<file path="config.mk">
export PLATFORM = sky130hd
export DESIGN_NAME = shared_mem_rr_arbiter
export DESIGN_NICKNAME = d
export VERILOG_FILES = /design/src/rtl/shared_mem_rr_arbiter_pkg.sv /design/src/rtl/shared_mem_rr_arbiter_pick.sv /design/src/rtl/shared_mem_rr_arbiter.sv
export SDC_FILE = /design/constraint.sdc
export NUM_CORES = 1
export LEC_CHECK = 0
export ABC_AREA = 1
export BUFFER_PORTS_ARGS = -buffer_cell sky130_fd_sc_hd__buf_2
export CORE_AREA = 2 2 155 157
export CTS_BUF_LIST = sky130_fd_sc_hd__clkbuf_16
export DETAILED_ROUTE_END_ITERATION = 12
export DIE_AREA = 0 0 157 159
export GPL_TIMING_DRIVEN = 0
export PLACE_DENSITY = 0.73
export SLEW_MARGIN = 20
export SYNTH_ARGS = -nofsm -noshare
export SYNTH_HDL_FRONTEND = slang
export SYNTH_SLANG_ARGS = --single-unit
</file>
<file path="constraint.sdc">
create_clock -name clk -period 3.3 [get_ports clk]
set_clock_uncertainty 0.2 [all_clocks]
set_input_delay 0.33 -clock clk [delete_from_list [all_inputs] [get_ports clk]]
set_output_delay 0.33 -clock clk [all_outputs]
set_load 0.02 [all_outputs]
</file>
<file path="src/rtl/shared_mem_rr_arbiter_pkg.sv">
// Shared definitions for the four-core shared-memory round-robin arbiter.
package shared_mem_rr_arbiter_pkg;

    localparam int NCORES     = 4;
    localparam int ADDR_W_DEF = 32;
    localparam int DATA_W_DEF = 32;
    localparam int CNT_W_DEF  = 32;

    // IDLE drives an empty bus; ISSUE carries exactly one transaction.
    typedef enum logic {
        IDLE  = 1'b0,
        ISSUE = 1'b1
    } arb_state_t;

    // Zero-based core index: 0 is core1, 3 is core4.
    typedef logic [1:0] core_idx_t;

    // After reset the pointer sits on core4, so core1 is scanned first.
    localparam core_idx_t LAST_CORE = 2'd3;

    // Encode a one-hot (or all-zero) core vector into a core index.
    function automatic core_idx_t onehot_to_idx(input logic [NCORES-1:0] oh);
        core_idx_t idx;
        idx = '0;
        for (int i = 0; i < NCORES; i++) begin
            if (oh[i]) begin
                idx = idx | core_idx_t'(i);
            end
        end
        return idx;
    endfunction

    // Number of set bits in a core vector (0..4).
    function automatic logic [2:0] count_cores(input logic [NCORES-1:0] v);
        logic [2:0] n;
        n = '0;
        for (int i = 0; i < NCORES; i++) begin
            n = n + {2'b00, v[i]};
        end
        return n;
    endfunction

endpackage

</file>
<file path="src/rtl/shared_mem_rr_arbiter_pick.sv">
// Rotating-priority picker: first eligible core after last_granted, wrapping.
module shared_rr_pick
    import shared_mem_rr_arbiter_pkg::*;
(
    input  logic [NCORES-1:0] eligible,
    input  core_idx_t         last_granted,
    output logic [NCORES-1:0] winner,
    output logic              valid
);

    core_idx_t idx;

    // Scan offsets 1..4 from the last winner; 2-bit arithmetic wraps core4 to core1.
    always_comb begin
        // NOTE: every variable written here gets a default first so no path leaves it unassigned, which would infer a latch.
        winner = '0;
        valid  = 1'b0;
        idx    = '0;
        for (int k = 1; k <= NCORES; k++) begin
            idx = last_granted + core_idx_t'(k);
            if (!valid && eligible[idx]) begin
                winner[idx] = 1'b1;
                valid       = 1'b1;
            end
        end
    end

endmodule

</file>
<file path="src/rtl/shared_mem_rr_arbiter.sv">
// Four-core shared-memory arbiter: one registered transaction per cycle,
// round-robin fairness, and saturating contention/grant statistics.
module shared_mem_rr_arbiter
    import shared_mem_rr_arbiter_pkg::*;
#(
    parameter int ADDR_W = ADDR_W_DEF,
    parameter int DATA_W = DATA_W_DEF,
    parameter int CNT_W  = CNT_W_DEF
) (
    input  logic              clk,
    input  logic              reset,
    input  logic [ADDR_W-1:0] addr1,
    input  logic [ADDR_W-1:0] addr2,
    input  logic [ADDR_W-1:0] addr3,
    input  logic [ADDR_W-1:0] addr4,
    input  logic [DATA_W-1:0] todata1,
    input  logic [DATA_W-1:0] todata2,
    input  logic [DATA_W-1:0] todata3,
    input  logic [DATA_W-1:0] todata4,
    input  logic              rd1,
    input  logic              rd2,
    input  logic              rd3,
    input  logic              rd4,
    input  logic              wr1,
    input  logic              wr2,
    input  logic              wr3,
    input  logic              wr4,
    input  logic              sbit1,
    input  logic              sbit2,
    input  logic              sbit3,
    input  logic              sbit4,
    output logic              grant1,
    output logic              grant2,
    output logic              grant3,
    output logic              grant4,
    output logic [ADDR_W-1:0] addr,
    output logic [DATA_W-1:0] data,
    output logic              mem_read,
    output logic              mem_write,
    output logic              sharedAccess,
    output logic [CNT_W-1:0]  conflictCnt,
    output logic [CNT_W-1:0]  grantCnt
);

    logic [ADDR_W-1:0] addr_v [NCORES];
    logic [DATA_W-1:0] data_v [NCORES];
    logic [NCORES-1:0] rd_v, wr_v, sbit_v;

    assign addr_v[0] = addr1;
    assign addr_v[1] = addr2;
    assign addr_v[2] = addr3;
    assign addr_v[3] = addr4;
    assign data_v[0] = todata1;
    assign data_v[1] = todata2;
    assign data_v[2] = todata3;
    assign data_v[3] = todata4;
    assign rd_v      = {rd4, rd3, rd2, rd1};
    assign wr_v      = {wr4, wr3, wr2, wr1};
    assign sbit_v    = {sbit4, sbit3, sbit2, sbit1};

    arb_state_t        state_q, state_d;
    core_idx_t         last_q;
    logic [NCORES-1:0] grant_q, grant_d;
    logic [NCORES-1:0] eligible, winner;
    logic              win_valid;
    core_idx_t         win_idx;
    logic              contended;
    logic [ADDR_W-1:0] addr_d;
    logic [DATA_W-1:0] data_d;
    logic              rd_d, wr_d;

    // A core just granted sits out one edge so it never holds the bus twice in a row.
    assign eligible  = sbit_v & (rd_v | wr_v) & ~grant_q;
    assign win_idx   = onehot_to_idx(winner);
    assign contended = (count_cores(eligible) > 3'd1);

    shared_rr_pick u_pick (
        .eligible     (eligible),
        .last_granted (last_q),
        .winner       (winner),
        .valid        (win_valid)
    );

    // State register.
    always_ff @(posedge clk) begin
        // NOTE: sequential state is updated with non-blocking assignments so every register samples pre-edge values.
        if (reset) begin
            state_q <= IDLE;
        end else begin
            state_q <= state_d;
        end
    end

    // Next state and next bus contents; the bus is all-zero unless a winner exists.
    always_comb begin
        state_d = IDLE;
        grant_d = '0;
        addr_d  = '0;
        data_d  = '0;
        rd_d    = 1'b0;
        wr_d    = 1'b0;
        if (win_valid) begin
            state_d = ISSUE;
            grant_d = winner;
            addr_d  = addr_v[win_idx];
            data_d  = data_v[win_idx];
            wr_d    = wr_v[win_idx];
            rd_d    = rd_v[win_idx] & ~wr_v[win_idx];
        end
    end

    // Bus output registers; reset aborts any transaction in flight.
    always_ff @(posedge clk) begin
        if (reset) begin
            grant_q   <= '0;
            addr      <= '0;
            data      <= '0;
            mem_read  <= 1'b0;
            mem_write <= 1'b0;
        end else begin
            grant_q   <= grant_d;
            addr      <= addr_d;
            data      <= data_d;
            mem_read  <= rd_d;
            mem_write <= wr_d;
        end
    end

    assign sharedAccess = (state_q == ISSUE);
    assign grant1       = grant_q[0];
    assign grant2       = grant_q[1];
    assign grant3       = grant_q[2];
    assign grant4       = grant_q[3];

    // Round-robin pointer moves only on a grant and holds through idle cycles.
    always_ff @(posedge clk) begin
        if (reset) begin
            last_q <= LAST_CORE;
        end else if (win_valid) begin
            last_q <= win_idx;
        end
    end

    // Saturating statistics: contended edges and issued transactions.
    always_ff @(posedge clk) begin
        if (reset) begin
            conflictCnt <= '0;
            grantCnt    <= '0;
        end else begin
            if (contended && (conflictCnt != '1)) begin
                conflictCnt <= conflictCnt + CNT_W'(1);
            end
            if (win_valid && (grantCnt != '1)) begin
                grantCnt <= grantCnt + CNT_W'(1);
            end
        end
    end

endmodule
</file>
==> results.md <==
- Clock-pin slew of the registers on the worst-case setup and hold paths: roughly 0.08 ns
- Io pins: between 400 and 500
- Via-to-Cell Ratio: approximately 5
- Count of final hold-check violations: 0
- Estimated wirelength of the detail-placed design: between 20000 and 30000 um
- Capture point of the critical path: addr[11]$_SDFF_PP0_
- Relative slew slack: 52.9%
- Register-to-register setup slack: roughly 0.18 ns
- Total of fill cells in the finished design: approximately 2400
- Worst Setup End Kind: flop
- Warnings, synthesis: 0
- Register area share after synthesis: between 30% and 40%
- Fraction of registers with async set/reset: 0%
- Flip-flop and latch count after synthesis: ~140
- Core Area: roughly 23000 um^2
- Max Freq: between 300 and 400 MHz
- End of the worst register-to-register path: addr[11]$_SDFF_PP0_
- Count of final max-slew check failures: 0
- Worst IR Drop VDD: around 0.00063 V
- Number of clock buffers inserted by TritonCTS: 17
- Setup WS pre-CTS: -0.168 ns
- Tmin final: about 3.1 ns
- Netlist Area Pre-Place: around 8700 um^2
- TritonCTS clock tree: yes
- Multi-input logic area: slightly below 5000 um^2
- Cell area after layout: between 10000 and 15000 um^2
- Area growth syn-to-layout: 35.4%
- Crit path arrival time: between 3 and 4 ns
- Max H-tree Level: 4
- Antenna violations before repair: 19
- Via Count: between 10000 and 15000
- Number of placed instances, taps included: roughly 2200
- Aggregate routed wire length: between 30000 and 40000 um
- Wire length per cell after detailed routing: about 17 um
- Final period util: between 90 and 100%
- Post-detailed-route count of antenna-violating nets: 0
- Iter 0 DRT Violations: 809
- Worst R2R Start: last_q[1]$_SDFFE_PP1P_
- Depth of the worst register-to-register path: 14
- Number of detailed-routing iterations run before antenna repair: 5
- Number of nets at the end of the flow: 2142
- Placer congestion estimate: slightly below 1
- Vias in the first global route: approximately 11000
- Total die area: 25000 um^2
- Cell area after placement: 11100 um^2
- Final total power: roughly 12 mW
- Number of standard-cell rows in the floorplan: 56
- Number of cells in the finished layout apart from fillers: around 2200
- Critical path start-end classification: flop to flop
- Utilization after layout: approximately half
- Chip height: around 160 um
- Overflow left after global routing: 0
- Pin count of the biggest net entering global routing: 17
- Synthesized Nets: roughly 1700
- Cell at the root of the clock tree: clkbuf_16
- RSZ-0062 raised after global routing: false
- Setup slack of the critical path after layout: roughly 0.18 ns
- CP max FO: 10
- Type of origin of the critical path: flop
- Max-Cap Viols: 0
- GR Util All Layers: 29.1%
- Sequential Area: between 2000 and 3000 um^2
- Initial core utilization: 37.6%
- Most used flip-flop cell after synthesis: dfxtp_1
- Average instance area after synthesis: roughly 6 um^2
- DRC: 0
- Number of enable flip-flop cells after synthesis: 0
- Total power per unit cell area: 1050 nW/um^2
- Wire length of the first global-routing pass: 56300 um
- Number of buffer cells added on primary ports: between 400 and 500
- TritonCTS Sinks: around 140
- Ratio of cells with drive above 1 in the final layout: 27.4%
- Outcome: completed
- Worst skew pair latency: 0.42 ns
- Die Width: approximately 160 um
- Worst endpoint required time: roughly 3.4 ns
- Worst-margin pin slew: between 0.7 and 0.8 ns
- Leakage power of the design: approximately 6.1 nW
- Number of buffers on the longest clock path: 2
- Total setup violations reported at the end of the flow: 0
- Mapped Cells: around 1400
- Count of unique library cells instantiated by Yosys: 41
- Hold Crit Class: input port to flop
- Startpoint of the most critical setup path: last_q[1]$_SDFFE_PP1P_
cells in the final DEF (no fill, tap or decap), drive strengths merged, types with 8 or more instances in the layout:
master  netlist  final
buf          44    450
nand2       341    341
inv         230    234
nor2        210    210
dfxtp       137    137
nand3       120    120
a21oi       111    111
nand3b       65     65
clkbuf       23     42
o21ai        34     34
nor3         29     29
nand4        26     26
diode         0     16
nor4         12     12
xor2         11     11
ha           10     10
nor3b         9      9
clkinv        2      8
worst min path at each step:
| stage | startpoint | end | cells past startpoint |
|---|---|---|---|
| 2_1_floorplan | conflictCnt[11]$_SDFFE_PP0P_ | conflictCnt[11]$_SDFFE_PP0P_ | 1 |
| 3_3_place_gp | conflictCnt[26]$_SDFFE_PP0P_ | conflictCnt[26]$_SDFFE_PP0P_ | 2 |
| 3_5_place_dp | conflictCnt[3]$_SDFFE_PP0P_ | conflictCnt[3]$_SDFFE_PP0P_ | 1 |
| 4_1_cts | addr2[9] | addr[9]$_SDFF_PP0_ | 5 |
| 5_1_grt | todata2[14] | data[14]$_SDFF_PP0_ | 5 |
| 6_report | todata2[14] | data[14]$_SDFF_PP0_ | 5 |
routing by layer:
metal  global-route usage, %  wire length, um  vias to the layer above
li1                        -                -                     5405
met1                    33.8            14300                     5061
met2                    50.6            18000                      488
met3                    6.56             3140                       92
met4                    13.2             1440                        2
met5                       0               12                        -
repair_timing:
item / 4_1_cts / 5_1_grt
resized for setup: 1 / 15
gates cloned: 0 / 0
pin swaps: 1 / 1
setup buffers: 2 / 3
endpoints found under the setup margin: 4 / 72
hold buffers: 0 / 0
power by group:
part / total (mW) / internal [mW] / leakage, nW / switching [mW]
combinational: 8.30 / 2.64 / 4.68 / 5.66
sequential: 2.19 / 2.05 / 1.12 / 0.140
clock: 1.87 / 1.04 / 0.269 / 0.830
total: 12.4 / 5.72 / 6.07 / 6.64
worst max-delay path, cell delays in order (launching register included):
cell and delay [ns]:
dfxtp_2 0.41, inv_1 0.20, ha_4 0.34, inv_1 0.07, nand3_2 0.13, nand2_4 0.10, nand3_1 0.12, nand3_1 0.13
nor2_4 0.27, nand2_2 0.18, buf_4 0.23, clkbuf_4 0.21, nand2_1 0.13, nand2_1 0.06, a21oi_1 0.22
per-stage QoR:
step	setup TNS (ns)	hold WS, ns
6_report	0	0.0238
5_1_grt	0	0.0300
4_1_cts	0	0.0185
3_5_place_dp	-0.402	0.292
3_3_place_gp	-0.142	0.279
2_1_floorplan	0	0.347
cell type report:
class / instances / area share, %
Multi-Input combinational cell: 998 / 40.7
Sequential cell: 137 / 23.2
Timing Repair Buffer: 408 / 17.4
Inverter: 232 / 7.42
Clock buffer: 17 / 3.60
Tap cell: 319 / 3.38
Buffer: 67 / 2.82
Clock inverter: 15 / 1.08
Antenna cell: 16 / 0.339
sequential cells by signal, summed over array words and instances, names as in the netlist:
signal	count
grantCnt	32
addr	32
data	32
grant_q	4
conflictCnt	32
last_q	2
mem_read	1
mem_write	1
sharedAccess	1
cell families after synthesis:
logic type	count (synthesis)	synth area share, %
buffers and inverters	299	13.7
DFF	137	31.4
AOI/OAI and AO/OA	159	9.53
xor gates and xnor gates	15	1.51
and+or+nand+nor	813	42.2
adders and majority gates	11	1.66
cells in the mapped netlist, types with 23 or more instances:
library cell | instances | area, um^2
a21oi_1 | 111 | 556
buf_2 | 37 | 185
clkbuf_1 | 23 | 86.3
dfxtp_1 | 137 | 2740
inv_1 | 221 | 830
nand2_1 | 336 | 1260
nand3_1 | 116 | 581
nand3b_1 | 65 | 488
nand4_1 | 25 | 156
nor2_1 | 206 | 773
nor3_1 | 28 | 140
o21ai_0 | 33 | 165
No activity file was read; power rests on OpenSTA's default activity.
